$ cat src/rtl/simmem_pkg.sv
// Shared types and constants for the simulated-memory response path.
//   DelayW      : width of a release delay in cycles
//   delay_t     : delay field type
//   DefCapacity : default number of tracked internal IDs
package simmem_pkg;

  localparam int unsigned DelayW      = 8;
  localparam int unsigned DefCapacity = 16;

  typedef logic [DelayW-1:0] delay_t;

endpackage : simmem_pkg

$ cat src/rtl/simmem_delay_slot.sv
// One release-timer entry: holds valid/count, arms, counts down, retires.
//   clk_i, rst_i  : clock, synchronous active-high reset
//   arm_i         : load delay_i and mark valid (wins over retire_i)
//   delay_i       : cycles to wait before release
//   retire_i      : clear the entry
//   valid_o       : entry is armed
//   release_en_o  : entry is armed and its count has expired
module simmem_delay_slot
  import simmem_pkg::*;
#(
  parameter int unsigned DelayWidth = DelayW
) (
  input  logic                  clk_i,
  input  logic                  rst_i,
  input  logic                  arm_i,
  input  logic [DelayWidth-1:0] delay_i,
  input  logic                  retire_i,
  output logic                  valid_o,
  output logic                  release_en_o
);

  logic                  valid_q;
  logic [DelayWidth-1:0] cnt_q;

  // Arm has priority over retire; the count saturates at zero.
  always_ff @(posedge clk_i) begin
    if (rst_i) begin
      valid_q <= 1'b0;
      cnt_q   <= '0;
    end else if (arm_i) begin
      valid_q <= 1'b1;
      cnt_q   <= delay_i;
    end else begin
      if (retire_i) begin
        valid_q <= 1'b0;
      end
      if (valid_q && (cnt_q != '0)) begin
        cnt_q <= cnt_q - DelayWidth'(1);
      end
    end
  end

  assign valid_o      = valid_q;
  assign release_en_o = valid_q && (cnt_q == '0);

endmodule : simmem_delay_slot

$ cat src/rtl/simmem_delay_releaser.sv
// Per-internal-ID release timer feeding the response bank's release enables.
//   clk_i, rst_i            : clock, synchronous active-high reset
//   in_iid_i/in_delay_i     : entry to arm and its delay
//   in_valid_i/in_ready_o   : arm handshake (ready is combinational)
//   release_en_o            : multi-hot release enable to the bank
//   released_addr_onehot_i  : retire strobe from the bank
//   occupancy_o             : registered count of armed entries
module simmem_delay_releaser
  import simmem_pkg::*;
#(
  parameter int unsigned Capacity   = DefCapacity,
  parameter int unsigned IidWidth   = $clog2(Capacity),
  parameter int unsigned DelayWidth = DelayW
) (
  input  logic                  clk_i,
  input  logic                  rst_i,
  input  logic [IidWidth-1:0]   in_iid_i,
  input  logic [DelayWidth-1:0] in_delay_i,
  input  logic                  in_valid_i,
  output logic                  in_ready_o,
  output logic [Capacity-1:0]   release_en_o,
  input  logic [Capacity-1:0]   released_addr_onehot_i,
  output logic [IidWidth:0]     occupancy_o
);

  localparam int unsigned OccW = IidWidth + 1;

  logic [Capacity-1:0] valid;
  logic [Capacity-1:0] arm;
  logic [Capacity-1:0] valid_next;
  logic                sel_valid;
  logic                sel_retire;
  logic [OccW-1:0]     occ_d;
  logic [OccW-1:0]     occ_q;

  // Select the addressed entry's state; out-of-range ids select nothing.
  always_comb begin
    sel_valid  = 1'b0;
    sel_retire = 1'b0;
    for (int unsigned i = 0; i < Capacity; i++) begin
      if (32'(in_iid_i) == i) begin
        sel_valid  = valid[i];
        sel_retire = released_addr_onehot_i[i];
      end
    end
  end

  // An armed entry is never overwritten unless it retires this cycle.
  assign in_ready_o = !rst_i && (!sel_valid || sel_retire);

  // Decode the accepted arm to a per-slot strobe.
  always_comb begin
    arm = '0;
    for (int unsigned i = 0; i < Capacity; i++) begin
      arm[i] = in_valid_i && in_ready_o && (32'(in_iid_i) == i);
    end
  end

  for (genvar g = 0; g < Capacity; g++) begin : g_slot
    simmem_delay_slot #(
      .DelayWidth (DelayWidth)
    ) u_slot (
      .clk_i        (clk_i),
      .rst_i        (rst_i),
      .arm_i        (arm[g]),
      .delay_i      (in_delay_i),
      .retire_i     (released_addr_onehot_i[g]),
      .valid_o      (valid[g]),
      .release_en_o (release_en_o[g])
    );
  end

  // Popcount of the slots' next valid state so occupancy moves with valid_q.
  always_comb begin
    occ_d = '0;
    for (int unsigned i = 0; i < Capacity; i++) begin
      valid_next[i] = arm[i] || (valid[i] && !released_addr_onehot_i[i]);
      occ_d         = occ_d + OccW'(valid_next[i]);
    end
  end

  always_ff @(posedge clk_i) begin
    if (rst_i) begin
      occ_q <= '0;
    end else begin
      occ_q <= occ_d;
    end
  end

  assign occupancy_o = occ_q;

  a_retire_onehot0 : assert property (@(posedge clk_i) disable iff (rst_i)
    $onehot0(released_addr_onehot_i));

  a_iid_in_range : assert property (@(posedge clk_i) disable iff (rst_i)
    in_valid_i |-> (32'(in_iid_i) < Capacity));

  a_release_subset : assert property (@(posedge clk_i)
    (release_en_o & ~valid) == '0);

  a_retire_valid : assert property (@(posedge clk_i) disable iff (rst_i)
    (released_addr_onehot_i & ~valid) == '0);

endmodule : simmem_delay_releaser
$ cat config.mk
export PLATFORM = sky130hd
export DESIGN_NAME = simmem_delay_releaser
export DESIGN_NICKNAME = d
export VERILOG_FILES = /design/src/rtl/simmem_pkg.sv /design/src/rtl/simmem_delay_slot.sv /design/src/rtl/simmem_delay_releaser.sv
export SDC_FILE = /design/constraint.sdc
export NUM_CORES = 1
export LEC_CHECK = 0
export CORE_UTILIZATION = 55
export DETAILED_ROUTE_END_ITERATION = 12
export HOLD_SLACK_MARGIN = 0.15
export PLACE_DENSITY = 0.77
export SKIP_CTS_REPAIR_TIMING = 1
export SLEW_MARGIN = 0
export SYNTH_ARGS = -nofsm -noshare
export SYNTH_HDL_FRONTEND = slang
export SYNTH_SLANG_ARGS = --single-unit
$ cat constraint.sdc
create_clock -name clk_i -period 6.53 [get_ports clk_i]
set_input_delay 1.6325 -clock clk_i [delete_from_list [all_inputs] [get_ports clk_i]]
set_output_delay 1.6325 -clock clk_i [all_outputs]
set_load 0.02 [all_outputs]
==> impl_results.md, run 1 <==
- Most used DFF post-synth: dfxtp_1
- FILL cells: 1,351
- Clock tree buffer depth: 2
- CP max-delay cell: clkdlybuf4s50_1
- Antenna violations before repair: 0
- Clock Latency Late Sink: about 0.43 ns
- Area growth syn-to-layout: 17.43%
- Met2 WL: 10,860 um
- Drt initial violations: about 550
- Total of max-cap violations: 0
- CP required: 6.88 ns
- Die height: ~130 um
- R2R cell count: 21
- Syn Inst Count: 1,064
- Mapped cell area: approximately 9300 um^2
- Post-synthesis xor/xnor area fraction: 10.15%
- Worst setup margin: 0.2448 ns
- Post-Place Worst Slack: -0.2385 ns
- Critical-path cell list: clkdlybuf4s50_1, buf_4, inv_1, a41o_1, o32ai_1, a21oi_2, buf_4, buf_4, o211ai_4, and2_1, fa_1, inv_1, fa_1, fa_1, inv_1, fa_1, inv_1, ha_1, inv_1, fa_1, inv_1, a21oi_1, nor3b_1
- Mux contribution to synthesized area: 10.45%
- Power Dens Cells: roughly 210 nW/um^2
- Placer Congestion: approximately 0.9
- Endpoints failing setup: 0
- Post-Route Skew: 0.009265 ns
- Final period util: 96.25%
- Number of core rows: 47
- Total wire length: around 22,000 um
- Root Driver: clkbuf_16
- Tot Pwr: 2.332 mW
- Min cycle time layout: about 6.3 ns
- Starting density of the core: 56.19%
- Core Region: 16,580 um^2
- Compound-Gate Fraction of Synth Area: around an eighth
- Ys async rst share: 0%
- Startpoint Class: primary input
- Sequential fraction of the synthesis area: 32.01%
- Metal3 WL: about 870 um
- Ports: 53
- Final #Nets: about 1,200
- RSZ-0062 raised after global routing: no
- Drt drc: 0
- Post-synthesis register bit count: 149
- Worst Hold Class: reg -> reg
- Post-route ant nets: 0
- Critical path fanouts, max: 5
- Main combinational cell family by area after synthesis: simple AND/OR/NAND/NOR gates
- Worst Path Arrival: 6.63 ns
- Most frequent CP cell: inv_1
- Critical path depth: 23
- Register area: 2983 um^2
- Wire per inst: roughly 16 um
- Ratio of cells with drive above 1 in the final layout: about 15%
- Pre-Repair DR Iteration Count: 5
- Synthesized area per cell: 8.758 um^2
- Top sig layer: met4
- Post-synth EDFFs: 0
- Top delay family on crit path: adder cells
- Buffers on Ports: 52
- Fmax achieved: ~0.16 GHz
- Adder-Cell Fraction of Synth Area: 7.116%
- Clock-pin slew of the registers on the worst-case setup and hold paths: 0.06 ns
- Crit path kind: in -> reg
- Synth Area in Simple Gates: 21.40%
- Max-slew violation count: 0
- Detailed-route via count: 7,757
- Crit path largest cell delay: around 0.63 ns
- First-pass GRT wire length: 36,140 um
- Distinct cell type count after synthesis: 63
- Synth Net Count: 1,142
- Nature of the critical path endpoint: flip-flop
- Vias in the first global route: 7,323
- Multi-input logic area: 5801 um^2
- CTS tree: done
- Setup TNS: 0 ns
- Avg Vias per Cell: ~5.7
- Total GRT Usage: 25.93%
- Syn. warnings: 0
- Slew @ Worst Pin: 1.106 ns
- Die ar.: 17,470 um^2
- Grt total ovfl: 0
- Status: finished clean
- Hold_ws: 0.5200 ns
- Wl on met1: 9807 um
- Chip width: 132.2 um
- Clock buffer count from CTS: 17
- N_diodes: 0
- Relative slew slack: between 20% and 30%
- Clk sinks: 149
- H-tree Lvls: 4
- Critical path buffer and inverter count: 10
- Worst hold stages: 2
- Final hold vios: 0
- LEAKAGE: 4.430 nW
- Core Util, Final: 65.99%
- Pin count of the biggest net entering global routing: 82
- Post-DP HPWL: between 10,000 and 15,000 um
- Worst VDD drop: 0.1937 mV
## state kept, by name (all words and copies together) (netlist names)
signal                 count
occupancy_o                5
g_slot.u_slot.valid_o     16
g_slot.u_slot.cnt_q      128
## synthesized netlist by cell type (4+ instances only)
cell,n,area (um^2)
nor2_1,178,668.1
dfxtp_1,149,2983
xor2_1,69,604.3
mux2_2,64,720.7
inv_1,62,232.7
a211oi_1,42,315.3
nand2_1,39,146.4
xnor2_1,39,341.6
ha_1,37,462.9
nand3_1,37,185.2
clkbuf_1,31,116.4
nand2b_1,29,181.4
a21oi_1,28,140.1
mux2i_1,23,230.2
nor4_1,23,143.9
buf_4,19,142.6
or4_1,16,120.1
nor3_1,15,75.07
a31oi_1,12,75.07
nor2b_1,12,75.07
or3_1,12,75.07
a211o_1,11,96.34
fa_1,10,200.2
nand4b_1,9,78.83
and2_1,7,43.79
buf_2,6,30.03
nand3b_1,6,45.04
nand4_1,6,37.54
o21ai_0,6,30.03
o31ai_1,6,45.04
and4b_1,5,50.05
o21ai_4,5,81.33
a21o_1,4,30.03
a31o_2,4,35.03
nor3b_1,4,30.03
## stage by stage
| step | cells | instance area [um^2] |
|---|---|---|
| after CTS | 1359 | 10920 |
| after global routing | 1360 | 10940 |
| after detailed placement | 1327 | 10190 |
| after floorplan | 1064 | 9319 |
| final | 1360 | 10940 |
| after global placement | 1327 | 10190 |
## final cells by class
| class | instances | share of cell area [%] |
|---|---|---|
| tap | 220 | 2.515 |
| timing repair buffer | 103 | 8.404 |
| multi-input combinational | 793 | 53.01 |
| sequential | 149 | 27.26 |
| clock buffer | 19 | 4.139 |
| clock inverter | 13 | 2.515 |
| inverter | 63 | 2.161 |
## worst paths after layout
check | end | from | slack, ns
setup / recovery | occupancy_o[4] | in_iid_i[1] | 0.24
setup reg to reg | occupancy_o[4] | g_slot[1].u_slot.valid_o | 1.80
hold reg to reg | g_slot[8].u_slot.valid_o | g_slot[8].u_slot.valid_o | 0.52
hold / removal | g_slot[8].u_slot.valid_o | g_slot[8].u_slot.valid_o | 0.52
## placed cells by master (no fill, tap or decap), types with 17 or more instances in the layout
cell and count:
nor2_1 178, dfxtp_1 149, xor2_1 69, mux2_2 64, inv_1 62, clkdlybuf4s50_1 50, buf_4 50, a211oi_1 41
nand2_1 39, xnor2_1 39, nand3_1 37, ha_1 37, nand2b_1 29, a21oi_1 27, mux2i_1 23, nor4_1 23
clkbuf_16 17
## routing by layer
metal  up-vias  GRT usage, %
li1       3837             -
met1      3710         32.37
met2       164         44.50
met3        46         4.614
met4         0         9.690
met5         -             0
## power breakdown
| part | leakage (nW) | total (mW) | internal, mW | switching (mW) |
|---|---|---|---|---|
| clock network | 0.353 | 1.20 | 0.814 | 0.391 |
| logic | 2.88 | 0.196 | 0.0810 | 0.115 |
| registers | 1.20 | 0.932 | 0.921 | 0.0108 |
## kinds of logic after synthesis
family | Yosys count
buffers and inverters | 122
and+or+nand+nor | 403
DFF | 149
AOI/OAI and AO/OA | 147
adders and majority gates | 47
muxes | 88
xor gates and xnor gates | 108
## worst min-delay path, stage by stage (launching register included)
cell and delay [ns]:
dfxtp_1 0.31, nand2b_1 0.09, a21oi_1 0.07
No activity file was read; power rests on OpenSTA's default activity.
==> run 2, diff against run 1 <==
--- a/config.mk
+++ b/config.mk
@@ -5,6 +5,7 @@
 export SDC_FILE = /design/constraint.sdc
 export NUM_CORES = 1
 export LEC_CHECK = 0
+export ABC_CLOCK_PERIOD_IN_PS = 6530
 export CORE_UTILIZATION = 55
 export DETAILED_ROUTE_END_ITERATION = 12
 export HOLD_SLACK_MARGIN = 0.15
==> results of run 2 <==
Same layout as run 1: the final DEF is identical, and so are final timing and power.
==> run 3, diff against run 2 <==
--- a/config.mk
+++ b/config.mk
@@ -6,12 +6,14 @@
 export NUM_CORES = 1
 export LEC_CHECK = 0
 export ABC_CLOCK_PERIOD_IN_PS = 6530
-export CORE_UTILIZATION = 55
+export CORE_UTILIZATION = 57
+export CTS_BUF_LIST = sky130_fd_sc_hd__clkbuf_8
 export DETAILED_ROUTE_END_ITERATION = 12
 export HOLD_SLACK_MARGIN = 0.15
-export PLACE_DENSITY = 0.77
+export PLACE_DENSITY = 0.79
 export SKIP_CTS_REPAIR_TIMING = 1
 export SLEW_MARGIN = 0
 export SYNTH_ARGS = -nofsm -noshare
 export SYNTH_HDL_FRONTEND = slang
+export SYNTH_HIERARCHICAL = 1
 export SYNTH_SLANG_ARGS = --single-unit
==> run 3 against run 2 <==
Worst setup slack got worse by 0.0081 ns. Global-route usage grew 3.9 points. Clock power shrank 36%. Clock-buffer cell count decreased by 1. Sequential power up 4.2%. Critical path depth fell by 5. Cell area grew 8.8%. Core utilization rose by 2.2 points. Flip-flop and latch count unchanged. Area after synthesis rose by 11%. Synthesized cell count rose by 17%. First-iteration DRC count up 2.7%.
==> impl_results.md, run 3 <==
- Syn Inst Count: 1,243 (+17%)
- Total GRT Usage: 29.85% (+3.9 points)
- Buffers on Ports: 52 (unchanged)
- Ratio of cells with drive above 1 in the final layout: 14.61% (-0.48 points)
- Drt initial violations: 568 (+2.7%)
- Distinct cell type count after synthesis: 67 (+6.3%)
- Multi-input logic area: 6504 um^2 (+12%)
- LEAKAGE: 4.345 nW (-1.9%)
- Top reg by flops: g_slot.u_slot/cnt_q
- Placer Congestion: 0.9124 (+0.93%)
- Clock Latency Late Sink: 0.48 ns (+0.05 ns)
- Most common cell after layout, fill and taps aside: inv_1
- Final #Nets: 1,404 (+17%)
- Commonest cells post-synth: inv_1 (169), dfxtp_1 (149), a21oi_1 (117), nor2_1 (93)
- Number of core rows: 48 (+2.1%)
- Post-Route Skew: 0.01648 ns (+0.007215 ns)
- Ports: 53 (unchanged)
- Die ar.: 18,650 um^2 (+6.8%)
- Clk sinks: 149 (unchanged)
- Crit path largest cell delay: 0.54 ns (-0.09 ns)
- Status: finished clean
- Top cells by area, synth: dfxtp_1 (29%), inv_1 (6.1%), a21oi_1 (5.7%)
- Most frequent CP cell: fa_1
- Mapped cell area: 10,320 um^2 (+11%)
- Largest area contributor in the netlist: dfxtp_1
- Synthesized area per cell: 8.303 um^2 (-5.2%)
- Hold_ws: 0.5422 ns (+0.02221 ns)
- Starting density of the core: 59.06% (+2.9 points)
- R2R cell count: 17 (-19%)
- Dpl cells: 1,547 (+17%)
- H-tree Lvls: 4 (unchanged)
- Critical path fanouts, max: 7 (+2)
- Power Dens Cells: 176.3 nW/um^2 (-17%)
- Sequential fraction of the synthesis area: 28.90% (-3.1 points)
- Synth Net Count: 1,305 (+14%)
- Ys async rst share: 0% (unchanged)
- Clock tree buffer depth: 2 (unchanged)
- Final period util: 96.37% (+0.12 points)
- Register area: 2983 um^2 (unchanged)
- Core Region: 17,480 um^2 (+5.4%)
- Clock-pin slew of the registers on the worst-case setup and hold paths: 0.08 ns (+0.02 ns)
- Area growth syn-to-layout: 15.41%
- Grt total ovfl: 0 (unchanged)
- Syn. warnings: 6 (+6)
- Critical path buffer and inverter count: 5 (-5)
- Total wire length: 27,580 um (+25%)
- Drt drc: 0 (unchanged)
- RSZ-0062 raised after global routing: no
- Worst setup margin: 0.2368 ns (-0.008058 ns)
- Nature of the critical path endpoint: flip-flop
- CP max-delay cell: fa_1
- Max reg flops: 128 (unchanged)
- Min cycle time layout: 6.293 ns (+0.008058 ns)
- Vias in the first global route: 9,045 (+24%)
- Startpoint Class: primary input
- Critical-path cell list: clkdlybuf4s50_1, mux4_2, nor2_1, o211ai_2, a211oi_4, buf_6, o32a_1, fa_1, fa_1, inv_1, fa_1, inv_1, fa_1, inv_1, ha_1, fa_2, a21oi_1, nor3b_1
- Relative slew slack: 23.21% (-2.8 points)
- Wire per inst: 17.46 um (+7.4%)
- Post-route ant nets: 0 (unchanged)
- Most used DFF post-synth: dfxtp_1
- Cell area after layout: 11,910 um^2 (+8.8%)
- Clock buffer count from CTS: 17 (unchanged)
- Fin cells: 1,580 (+16%)
- Max-slew violation count: 0 (unchanged)
- Pin count of the biggest net entering global routing: 90 (+9.8%)
- CP required: 6.85 ns (-0.03 ns)
- Chip width: 136.6 um (+3.3%)
- Root Driver: clkbuf_8
- Post-Place Worst Slack: -0.5354 ns (-0.2969 ns)
- FILL cells: 1,436 (+6.3%)
- Worst hold stages: 2 (unchanged)
- Pre-Repair DR Iteration Count: 5 (unchanged)
- Final hold vios: 0 (unchanged)
- Fmax achieved: 0.1589 GHz (-0.13%)
- Setup TNS: 0 ns (unchanged)
- CTS tree: done
- Total of max-cap violations: 0 (unchanged)
- Detailed-route via count: 10,170 (+31%)
- Die height: 136.6 um (+3.3%)
- Commonest cells after routing, fill and taps aside: inv_1 (169), dfxtp_1 (149), a21oi_1 (116), nor2_1 (93), buf_4 (71)
- Worst Path Arrival: 6.61 ns (-0.02 ns)
- Slew @ Worst Pin: 1.148 ns (+0.04183 ns)
- Post-DP Area: 11,440 um^2 (+12%)
- Post-synthesis register bit count: 149 (unchanged)
- Avg Vias per Cell: 6.437 (+13%)
- Post-synth top area share: 28.90% (-3.1 points)
- Post-synth EDFFs: 0 (unchanged)
- Antenna violations before repair: 0 (unchanged)
- First-pass GRT wire length: 44,140 um (+22%)
- Endpoints failing setup: 0 (unchanged)
- N_diodes: 0 (unchanged)
- Crit path kind: in -> reg
- Top delay family on crit path: adder cells
- Worst Hold Class: reg -> reg
- Critical path depth: 18 (-22%)
- Worst VDD drop: 0.1571 mV (-19%)
- Most numerous cell in the Yosys netlist: inv_1
- Post-DP HPWL: 18,550 um (+24%)
==> run 3: cell type report <==
type                            count  area share (%)
Multi-Input combinational cell    880           54.60
Sequential cell                   149           25.04
Timing Repair Buffer              125           9.097
Inverter                          169           5.326
Tap cell                          225           2.363
Clock buffer                       18           2.080
Clock inverter                     14           1.492
==> run 3: per-stage QoR <==
step	utilization, %	power (mW)
2_1_floorplan	-	1.201
3_3_place_gp	65.48	1.329
3_5_place_dp	65.48	1.338
4_1_cts	67.91	2.109
5_1_grt	68.16	2.189
6_report	68.16	2.100
==> run 3: kinds of logic (layout without fill, tap and decap cells) <==
| group | after synthesis | in the layout | synth area share, % |
|---|---|---|---|
| flops | 149 | 149 | 28.90 |
| compound gates | 382 | 382 | 26.74 |
| xor+xnor | 2 | 2 | 0.1697 |
| simple gates | 431 | 431 | 27.79 |
| fa+ha+maj | 31 | 31 | 4.485 |
| buf+inv | 214 | 326 | 8.292 |
| mux | 34 | 34 | 3.625 |
==> run 3: report_power, final <==
group          internal [mW]  total, mW  switching (mW)
sequential             0.936      0.971          0.0349
combinational          0.152      0.355           0.203
clock                  0.391      0.774           0.383
==> run 3: worst reg2reg max path: cells and delay by family, from the launching register on <==
kind                     cells  cell delay, ns
AO/OA/AOI/OAI                4            1.12
adder cells (fa/ha/maj)      6            2.56
buffers and inverters        4            0.33
flip-flops                   1            0.48
AND/OR/NAND/NOR              3            0.63
==> run 3: metal layers <==
metal / vias up / part of all wire, % / GRT usage, %
met3: 48 / 6.1 / 5.148
met4: 0 / 2.2 / 10.68
li1: 4928 / - / -
met5: - / 0 / 0
met2: 301 / 47 / 48.73
met1: 4894 / 45 / 39.45
==> run 3: worst paths after layout <==
path,start,end,slack [ns]
worst max-delay path,released_addr_onehot_i[5],occupancy_o[4],0.24
worst min-delay path,g_slot[9].u_slot/cnt_q[0],g_slot[9].u_slot/cnt_q[0],0.54
worst max register to register,g_slot[13].u_slot/valid_o,occupancy_o[4],1.25
worst min register to register,g_slot[9].u_slot/cnt_q[0],g_slot[9].u_slot/cnt_q[0],0.54
